File: config.mk
export PLATFORM = sky130hd
export DESIGN_NAME = bs_pipe_shifter
export DESIGN_NICKNAME = d
export VERILOG_FILES = /design/src/rtl/bs_pipe_shifter.sv
export SDC_FILE = /design/constraint.sdc
export NUM_CORES = 1
export LEC_CHECK = 0
export CORE_ASPECT_RATIO = 0.7
export CORE_MARGIN = 3
export CORE_UTILIZATION = 53
export CTS_CLUSTER_DIAMETER = 150
export DETAILED_ROUTE_END_ITERATION = 8
export PLACE_DENSITY = 0.8
export SYNTH_ARGS = -nofsm -noshare
export SYNTH_HDL_FRONTEND = slang
export SYNTH_SLANG_ARGS = --single-unit
File: constraint.sdc
create_clock -name i_clk -period 1.6 [get_ports i_clk]
set_input_delay 0.32 -clock i_clk [delete_from_list [all_inputs] [get_ports i_clk]]
set_output_delay 0.32 -clock i_clk [all_outputs]
set_load 0.02 [all_outputs]
File: src/rtl/bs_pipe_shifter.sv
// Pipelined barrel shifter/rotator.
// One register stage per shift-amount bit: stage k applies a move of 2^k
// positions when bit k of the word's captured amount is set. Every stage carries
// its word's mode and the operand MSB, so words with different modes can be
// in flight together.
//
// Handshake: a word moves on any edge where its valid is 1 and the receiver's
// ready is 1 (i_valid & o_ready upstream, o_valid & i_ready downstream).
// Valid does not depend on ready.
// While o_valid = 1 and i_ready = 0 the whole pipe holds, so o_Y and o_valid
// stay stable and o_ready drops.
`timescale 1ns/1ps

module bs_pipe_shifter #(
   parameter int WIDTH = 8,
   parameter int SW    = $clog2(WIDTH)
) (
   input  logic             i_clk,
   input  logic             i_rst,
   input  logic             i_valid,
   output logic             o_ready,
   input  logic [WIDTH-1:0] i_X,
   input  logic [SW-1:0]    i_shamt,
   input  logic             i_shift,
   input  logic             i_left,
   input  logic             i_arith,
   output logic             o_valid,
   input  logic             i_ready,
   output logic [WIDTH-1:0] o_Y,
   output logic             o_busy
);

   // One stage's move of amt positions. A rotate refills the vacated end from the
   // bits leaving the other end. A left or logical shift fills with 0. An
   // arithmetic right shift fills with the operand MSB latched at entry.
   function automatic logic [WIDTH-1:0] stage_op(
      input logic [WIDTH-1:0] x,
      input int unsigned      amt,
      input logic             en,
      input logic             shift,
      input logic             left,
      input logic             arith,
      input logic             msb
   );
      logic [WIDTH-1:0] r;
      r = x;
      if (en) begin
         if (!shift) begin
            if (left) r = (x << amt) | (x >> (WIDTH - amt));
            else      r = (x >> amt) | (x << (WIDTH - amt));
         end else if (left) begin
            r = x << amt;
         end else begin
            r = x >> amt;
            if (arith && msb) r = r | ~({WIDTH{1'b1}} >> amt);
         end
      end
      return r;
   endfunction

   // Stage registers. The last stage drives the outputs.
   logic [SW-1:0]    valid_q;
   logic [WIDTH-1:0] data_q  [SW];
   logic [SW-1:0]    shamt_q [SW];
   logic             shift_q [SW];
   logic             left_q  [SW];
   logic             arith_q [SW];
   logic             msb_q   [SW];

   // Values that will load into each stage on the next advance.
   logic [SW-1:0]    valid_d;
   logic [WIDTH-1:0] data_d  [SW];
   logic [SW-1:0]    shamt_d [SW];
   logic             shift_d [SW];
   logic             left_d  [SW];
   logic             arith_d [SW];
   logic             msb_d   [SW];

   logic advance;

   // The whole pipe moves as one unit unless the output word is blocked.
   assign advance = ~o_valid | i_ready;
   assign o_ready = advance;
   assign o_valid = valid_q[SW-1];
   assign o_Y     = data_q[SW-1];
   assign o_busy  = |valid_q;

   for (genvar k = 0; k < SW; k++) begin : g_stage
      logic [WIDTH-1:0] src_x;
      logic [SW-1:0]    src_sh;
      logic             src_v;
      logic             src_shift;
      logic             src_left;
      logic             src_arith;
      logic             src_msb;

      if (k == 0) begin : g_entry
         // The first stage takes the incoming word and latches its MSB for sign fill.
         assign src_v     = i_valid;
         assign src_x     = i_X;
         assign src_sh    = i_shamt;
         assign src_shift = i_shift;
         assign src_left  = i_left;
         assign src_arith = i_arith;
         assign src_msb   = i_X[WIDTH-1];
      end else begin : g_chain
         assign src_v     = valid_q[k-1];
         assign src_x     = data_q[k-1];
         assign src_sh    = shamt_q[k-1];
         assign src_shift = shift_q[k-1];
         assign src_left  = left_q[k-1];
         assign src_arith = arith_q[k-1];
         assign src_msb   = msb_q[k-1];
      end

      assign valid_d[k] = src_v;
      assign data_d[k]  = stage_op(src_x, 1 << k, src_sh[k], src_shift,
                                   src_left, src_arith, src_msb);
      assign shamt_d[k] = src_sh;
      assign shift_d[k] = src_shift;
      assign left_d[k]  = src_left;
      assign arith_d[k] = src_arith;
      assign msb_d[k]   = src_msb;
   end

   // Advance all stages together. A bubble moves only its valid bit, and the
   // payload of a bubble stage keeps its old, don't-care contents.
   always_ff @(posedge i_clk or posedge i_rst) begin
      if (i_rst) begin
         valid_q <= '0;
         for (int k = 0; k < SW; k++) begin
            data_q[k]  <= '0;
            shamt_q[k] <= '0;
            shift_q[k] <= 1'b0;
            left_q[k]  <= 1'b0;
            arith_q[k] <= 1'b0;
            msb_q[k]   <= 1'b0;
         end
      end else if (advance) begin
         valid_q <= valid_d;
         for (int k = 0; k < SW; k++) begin
            if (valid_d[k]) begin
               data_q[k]  <= data_d[k];
               shamt_q[k] <= shamt_d[k];
               shift_q[k] <= shift_d[k];
               left_q[k]  <= left_d[k];
               arith_q[k] <= arith_d[k];
               msb_q[k]   <= msb_d[k];
            end
         end
      end
   end

endmodule

# Word level (Yosys, flattened, before mapping)
# Index checks and enable logic that the tools add are counted.
# word_totals
register_bits	41
# classes
mux	14
bitwise	7
reduce_logical	7
# op_table
cell	n
8-bit 2-to-1 mux	14
4-bit by 8-bit OR with 8-bit output	1
6-bit by 8-bit OR with 8-bit output	1
7-bit by 8-bit OR with 8-bit output	1
8-bit by 1-bit OR with 8-bit output	1
8-bit by 2-bit OR with 8-bit output	1
2-bit AND reduction	3
1-bit logical AND	3
3-bit OR reduction	1
1-bit inverter	1
1-bit OR	1

# Depth between registers and ports, before layout
# depth
ltp_word	5
mapped_depth	5
mapped_depth_nobuf	3

# Least setup slack after synthesis
# Ideal clock, no wire load.
# synth_timing
path_kind	register to register
start	register valid_q[2]
end	register arith_q, in the netlist g_stage[2].src_arith
synth_period_minus_slack_ns	1.310
setup_slack_ns	0.290
path_stages_with_launch	5
arrival_ns	1.186
cell_sequence	dfrtp_1 -> nand2b_2 -> nand2_2 -> buf_4 -> mux2_2
# synth_via
elab_chain_cells	3
# synth_rtl
item	line	source
start, declared	62	logic [SW-1:0] valid_q;
start signal, assigned	140	valid_q <= valid_d;
1-bit inverter	82	assign advance = ~o_valid | i_ready;
1-bit OR	82	
2-bit AND reduction (no line)	n/a	
end signal, assigned by index	147	arith_q[k] <= arith_d[k];
end, declared	67	logic arith_q [SW];
# Every way passes these cells.
# A chain may end at the register's enable or synchronous reset.

# Worst setup path after layout
# layout_timing
start	input port i_ready
end	register data_q, in the netlist g_stage[1].src_x[6]
# layout_via
elab_chain_cells	2
# layout_rtl
item	line	source
start, declared	28	input logic i_ready,
1-bit OR	82	
2-bit AND reduction (no line)	n/a	
end signal, assigned by index	143	data_q[k] <= data_d[k];
end, declared	63	logic [WIDTH-1:0] data_q [SW];
# Every way passes these cells.

==> reports/metrics.cfg <==
[synth]
synth_top_cell_area_share_pct=49.2
syn_nets=191
yosysWarnings=0
ys_seq_area_share_pct=49.2
synth.largest_area_cell=dfrtp_1
synthTopCellsByArea=dfrtp_1 49%, mux2_2 13%, mux2i_1 5.2%, a21oi_1 3.6%, nor2_1 2.9%
synth-xor-area-share_pct=0
synthAdderAreaFrac_pct=0
synth_common_cells=38 x dfrtp_1, 23 x mux2_2, 15 x nor2_1, 14 x a21oi_1, 10 x mux2i_1
synth_compound_area_share_pct=16.7
synth_area_mm2=0.00193
synthMuxAreaShare_pct=19.7
ys_ff_latch=38
synthCells=173
synth_top_family_by_area=multiplexers
synth_edf_count=0
yosysUniqueCellTypes=31
synth_flop_cell=dfrtp_1
synth_area_per_cell_um2=11.2
yosys.area_share.simple_pct=9.96
synth.most_common_cell=dfrtp_1
async_flop_share_pct=100

[power_and_ir_drop]
power_mw=3.95
p_per_area_mw_per_mm2=1640
cellLeakagePower_nw=1.05
peakVddDrop_mv=1.06

[placed_design]
gp_congestion=0.847
numPortBuffers=28
post-dp-hpwl_um=3210

[outcome]
status=complete, no violations

[drt]
final_antenna_net_count=0
drc_errors=0
dr.pass1.iters=4
wl_per_cell_um=17.1
routed_via_density=5.74
drt_iter0_markers=101
wl_um=4320
via_count=1453

[worst_hold_path]
hp-class=in -> async

[grt]
globalRouteTotalUtil_pct=21.7
first_global_vias=1419
antenna_found_initial=0
grt_overflow_total=0
grt_pass1_wl_um=7240
grt_max_degree=39

[timing]
drv_slew=0
fin_setup_tns_ps=0
fin_crit_sh_pct=97.5
hold_violations=0
tightest_slew_ps=536
period_needed_ps=1560
setup_viol=0
clock_skew_ps=3.00
fmax_ghz=0.641
slew_headroom_pct=64.3

[floorplanning]
coreArea_mm2=0.00332
initial_core_util_pct=58.3
die-height_um=56.5
die_w_um=78.2
num_io_pins=29
dieArea_mm2=0.00442
core.rowCount=17

[setup_path]
critPathLaunch=i_ready
r2r_end=g_stage[2].src_x[7]$_DFFE_PP0P_
worstSetupEndpoint=g_stage[1].src_x[6]$_DFFE_PP0P_
reg2reg_from=g_stage[1].src_left$_DFFE_PP0P_
critPathRequiredTime_ps=1770
critPathLaunchType=primary input
rr_worst_depth=3
arrival_ps=1730
worstPathMaxFanout=14
critical_path_class=in -> reg
r2r_slack_ps=140
cp-end-kind=flop

[cts]
cts_setup_buffers=0
clk_path_buf_depth=2
cts_num_sinks=38
h-tree-depth=2
cts-root-buf=clkbuf_8
clkLatencyLatePin_ps=290
ctsHoldBuffers=0
cts_inserted_buffers=5
cts_tree=yes
cts.clk_slew.worst_paths_ps=70

[finish]
fin_nets=225
diodes=0
syn_to_final_growth_pct=24.2
drive_gt1_share_pct=22.3

[flow_run]
cap_violations=0

==> area by class of cell <==
cell class | instances | area (µm²)
Timing Repair Buffer | 38 | 390
Clock buffer | 6 | 82.6
Tap cell | 47 | 58.8
Sequential cell | 38 | 951
Fill cell | 241 | 916
Inverter | 6 | 22.5
Multi-Input combinational cell | 118 | 897
==> worst max-delay path, stage by stage <==
cell and delay, ps:
clkdlybuf4s50_1 400, nand2b_2 190, buf_4 160, nand2_2 270, mux2_2 390
==> through the flow <==
stage          setup WS (ps)  utilization, %  hold slack (ps)  instances  area, µm²
5_1_grt                -3.91            72.4              436        253       2400
4_1_cts                 8.44            72.2              384        253       2400
3_3_place_gp            -269            70.0              473        247       2320
3_5_place_dp            -268            70.0              483        247       2320
2_1_floorplan            290               -              470        173       1930
6_report                39.3            72.4              384        253       2400
==> repair_timing <==
| action | in CTS | in global routing |
|---|---|---|
| pin swaps | 0 | 0 |
| endpoints found under the setup margin | 4 | 5 |
| cloned | 0 | 0 |
| resized for setup | 8 | 5 |
==> per-layer routing <==
layer	global-route usage, %	part of all wire (%)
met2	31.2	47
met3	7.69	6.7
met1	30.5	46
met5	0	0
met4	7.23	0.97
==> registers in the layout, summed over array words and instances (netlist names) <==
signal and count:
g_stage.src_x 16, o_Y 8, g_stage.src_sh 3, valid_q 3, g_stage.src_arith 2, g_stage.src_left 2
g_stage.src_msb 2, g_stage.src_shift 2
==> layout by cell type, fill, tap and decap left out <==
| cell | count |
|---|---|
| nor2_1 | 15 |
| buf_2 | 1 |
| buf_12 | 3 |
| o21ai_0 | 2 |
| nand3_1 | 1 |
| o221a_2 | 1 |
| nand3b_1 | 2 |
| dlygate4sd2_1 | 2 |
| clkbuf_8 | 6 |
| mux2_2 | 23 |
| nand2b_1 | 4 |
| a21boi_2 | 1 |
| a21boi_0 | 1 |
| dfrtp_1 | 38 |
| buf_4 | 7 |
| mux2i_1 | 10 |
| o2bb2ai_1 | 5 |
| or3b_1 | 2 |
| nand2_1 | 5 |
| or3_1 | 1 |
| a211oi_1 | 4 |
| a31oi_1 | 7 |
| clkdlybuf4s50_1 | 20 |
| a41o_1 | 1 |
| inv_1 | 6 |
| nand2_2 | 2 |
| o211ai_1 | 5 |
| dlymetal6s2s_1 | 4 |
| nand2b_2 | 1 |
| a41oi_1 | 2 |
| clkbuf_2 | 1 |
| a21oi_1 | 14 |
| nand4b_1 | 2 |
| mux2_1 | 2 |
| a22oi_1 | 4 |
| and4b_1 | 1 |
==> how the worst min path moves through the flow <==
stage | start | endpoint | slack, ps | cells after the start
after floorplan | i_arith | g_stage[1].src_arith$_DFFE_PP0P_ | 470 | 1
after global placement | o_Y[6]$_DFFE_PP0P_ | o_Y[6]$_DFFE_PP0P_ | 470 | 1
after detailed placement | o_Y[6]$_DFFE_PP0P_ | o_Y[6]$_DFFE_PP0P_ | 480 | 1
after global routing | i_rst | g_stage[2].src_sh[2]$_DFFE_PP0P_ | 440 | 3
after CTS | i_rst | g_stage[2].src_sh[2]$_DFFE_PP0P_ | 380 | 3
final | i_rst | g_stage[2].src_sh[2]$_DFFE_PP0P_ | 380 | 3
==> logic make-up after synthesis <==
logic type	Yosys count
DFF	38
AOI/OAI and AO/OA	47
buffers and inverters	17
muxes	35
and+or+nand+nor	36
==> power breakdown <==
group | internal (mW) | leakage [nW] | switching (mW) | total [mW]
clock network | 0.332 | 0.0431 | 0.304 | 0.636
logic | 0.838 | 0.562 | 0.755 | 1.59
registers | 1.35 | 0.441 | 0.369 | 1.72
(Power assumes the default switching activity.)
==> RTL change 1: new RTL, same flow settings <==
Change the parameter `WIDTH` from 8 to 32.
--- a/src/rtl/bs_pipe_shifter.sv
+++ b/src/rtl/bs_pipe_shifter.sv
@@ -13,5 +13,5 @@
 
 module bs_pipe_shifter #(
-   parameter int WIDTH = 8,
+   parameter int WIDTH = 32,
    parameter int SW    = $clog2(WIDTH)
 ) (
Ports: changed (resized i_X, i_shamt and o_Y); port bits go from 29 to 79. The function was not compared with the original's and may differ.
==> RTL change 1 against the unedited design <==
The run now ends with negative setup slack left; hold slack worse by 0.080 ns; global-route usage up 2.1 points; setup slack worse by 0.068 ns; critical path depth down 1; via count rose to 5.5 times the old value; clock skew up 0.0084 ns; sequential cell count up 153; total power rose to 6.6 times the old value; design area rose to 5.2 times the old value; synthesized area rose to 5.4 times the old value; sequential power rose to 5.5 times the old value; routed wire length rose to 5.8 times the old value; critical path type is now reg2out; critical endpoint is now o_ready; largest cell class is now multi-input gates; largest power group is now combinational logic.
==> RTL change 1: results (changes against the unedited design) <==
status=complete, but fails checks; failing checks=negative setup slack; r2r worst-path depth=6 (+3); H-tree depth=4 (+2); Finished Cell Area=12440 sq um (+420%); met2 usage=35.57% (+4.3 points); crit-path max cell delay=0.37 ns (-0.03 ns); Placer Congestion=0.8648 (+2.1%); wire per inst=19.09 um (+12%); setup_tns=-0.07199 ns (-0.07199 ns); fraction of layout cells with a size suffix above 1=21.00% (-1.3 points); post-DP HPWL=17290 um (+440%); met3 GRT Util=4.604% (-3.1 points); cts bufs inserted=17 (+12); max FFs per register=128 (+112); met3 WL=1616 um (+460%); Global Route met1 Usage=35.54% (+5.1 points); setup violators final=4 (+4); Worst Path Max Fanout=3 (-11); post-CTS setup buffers=1 (+1); Slowest-stage cell, CP=dfrtp_1; # port buffers=78 (+180%); CTS resizes=60 (+52); Lkg Pwr=5.200 nW (+400%); switching power=10.55 mW (+640%); Layout Skew=0.01142 ns (+0.008418 ns); Final WS setup=-0.02894 ns (-0.06828 ns); Area contributors post-synth=dfrtp_1, mux2_2, mux2i_1; TritonRoute pass-1 iters=5 (+1); global-route wire length before repair=40610 um (+460%); DRT met1 WL=12020 um (+510%)
## RTL change 1: cell count changes after synthesis, moves of 13 or more
| cell | change |
|---|---|
| a21oi_1 | +116 |
| buf_2 | +24 |
| nand2_1 | +22 |
| dfrtp_1 | +153 |
| mux2_1 | +49 |
| nor2_1 | +112 |
| clkbuf_1 | +27 |
| nand2b_1 | +13 |
| mux2i_1 | +88 |
| mux2_2 | +78 |
| nand3b_1 | +13 |
## RTL change 1: area by class of cell
class | instances | share of cell area (%)
clock buffer | 21 | 3.701
inverter | 5 | 0.2011
multi-input combinational | 690 | 42.00
tap | 264 | 2.655
sequential | 191 | 38.45
clock inverter | 11 | 0.8649
timing repair buffer | 139 | 12.13
## RTL change 1: kinds of logic after synthesis
kind of cell / count (synthesis)
AND/OR/NAND/NOR: 211
flip-flops: 191
multiplexers: 250
buffers and inverters: 91
AO/OA/AOI/OAI: 229
==> RTL change 2: new RTL, same flow settings <==
Made on the original files. Reset style: synchronous (`i_rst`), changed in one clocked block.
--- a/src/rtl/bs_pipe_shifter.sv
+++ b/src/rtl/bs_pipe_shifter.sv
@@ -126,5 +126,5 @@
    // Advance all stages together. A bubble moves only its valid bit, and the
    // payload of a bubble stage keeps its old, don't-care contents.
-   always_ff @(posedge i_clk or posedge i_rst) begin
+   always_ff @(posedge i_clk) begin
       if (i_rst) begin
          valid_q <= '0;
Check against the original RTL: differs if i_rst is asserted again (counterexample within 4 cycles, from zero or initial values and one cycle with i_rst high); with i_rst held inactive, the same outputs for 10 cycles.
==> RTL change 2 against the unedited design <==
Setup slack better by 0.018 ns; sequential cell count unchanged; non-clock buffer count up 3; hold slack better by 0.12 ns; synthesized area up 3.8%; clock skew about the same; design area up 4.6%; routed wire length down 19%; largest cell class unchanged.
Power is not compared: it rests on default switching activity, and its combinational part moved more than twofold at a synthesized area within 25%.
==> RTL change 2: results (changes against the unedited design) <==
status=finished clean; fin nets=217 (-3.6%); Placer Congestion=0.8437 (-0.41%); number of global-route vias before repair=1361 (-4.1%); Min Clock Period, post-route=1.543 ns (-0.01801 ns); met2 usage=29.49% (-1.7 points); RR Startpoint=valid_q[1]; peak supply drop=0.5018 mV; final wirelength=3495 um (-19%); max FFs per register=24 (+8); met3 GRT Util=4.101% (-3.6 points); Global Route met1 Usage=22.04% (-8.4 points); Synth cell types=27 (-13%); global-route wire length before repair=6168 um (-15%); crit-path max cell delay=0.44 ns (+0.04 ns); arrival time at the worst endpoint=1.22 ns (-0.51 ns); post-synthesis compound-gate area fraction=16.32% (-0.36 points); Hold Path Class=reg2reg; GRT Total Usage=17.87% (-3.8 points); Via density=5.368 (-6.5%); end of the critical path=o_ready; post-place instance area=2374 sq um (+2.2%); DRT iter0 DRCs=88 (-13%); r2r setup slk=0.16 ns (+0.02 ns); met2 wire length=1708 um (-15%); mux share of post-synthesis cell area=4.984% (-15 points); Layout Skew=0.002791 ns (-0.0002118 ns); Commonest cells post-synth=edfxtp_1, nor2_1, a211oi_2; syn nets=186 (-2.6%); r2r worst-path depth=4 (+1); Synth async-reset ratio=0% (-100 points); actual transition at the worst max-transition pin=0.5048 ns (-0.03138 ns); clk slew on worst S/H paths=0.07 ns (about the same); met3 WL=182 um (-37%); register area share after synthesis=55.33% (+6.2 points); CTS resizes=6 (-2); Worst Path Max Fanout=3 (-11); WHS=0.4997 ns (+0.1162 ns); total internal power=1.996 mW; Area contributors post-synth=edfxtp_1, a211oi_2, mux2i_1; DP Worst Slack=-0.2978 ns (-0.02955 ns); Post-synth EDFFs=35 (+35); worst flop-to-flop path endpoint=data_q[0][18]; DRT met1 WL=1511 um (-23%); largest net degree at the start of global routing=22 (-44%); post-DP HPWL=2634 um (-18%); fraction of layout cells with a size suffix above 1=20.00% (-2.3 points)
-- RTL change 2: cell count changes in the layout (fill, tap and decap cells not counted), sizes merged, moves of 6 or more --
cell,change
a211oi,+12
mux2,-25
a21oi,-6
and2,+12
dfrtp,-38
edfxtp,+35
a31oi,-7
nand2,+6
-- RTL change 2: final cells by class --
cell class / instances / area, sq um
clock inverter: 3 / 63.81
tap: 50 / 62.56
multi-input combinational: 109 / 764.5
timing repair buffer: 41 / 426.7
clock buffer: 5 / 68.82
fill: 244 / 1069
inverter: 4 / 15.01
sequential: 38 / 1111
-- RTL change 2: metrics by stage --
step	total power [mW]	cells
5_1_grt	2.688	250
3_5_place_dp	1.662	241
3_3_place_gp	1.644	241
6_report	2.573	250
2_1_floorplan	1.511	168
4_1_cts	2.603	249
-- RTL change 2: logic make-up after synthesis --
logic type / count (synthesis)
simple gates: 65
flops: 38
compound gates: 34
buf+inv: 21
mux: 10
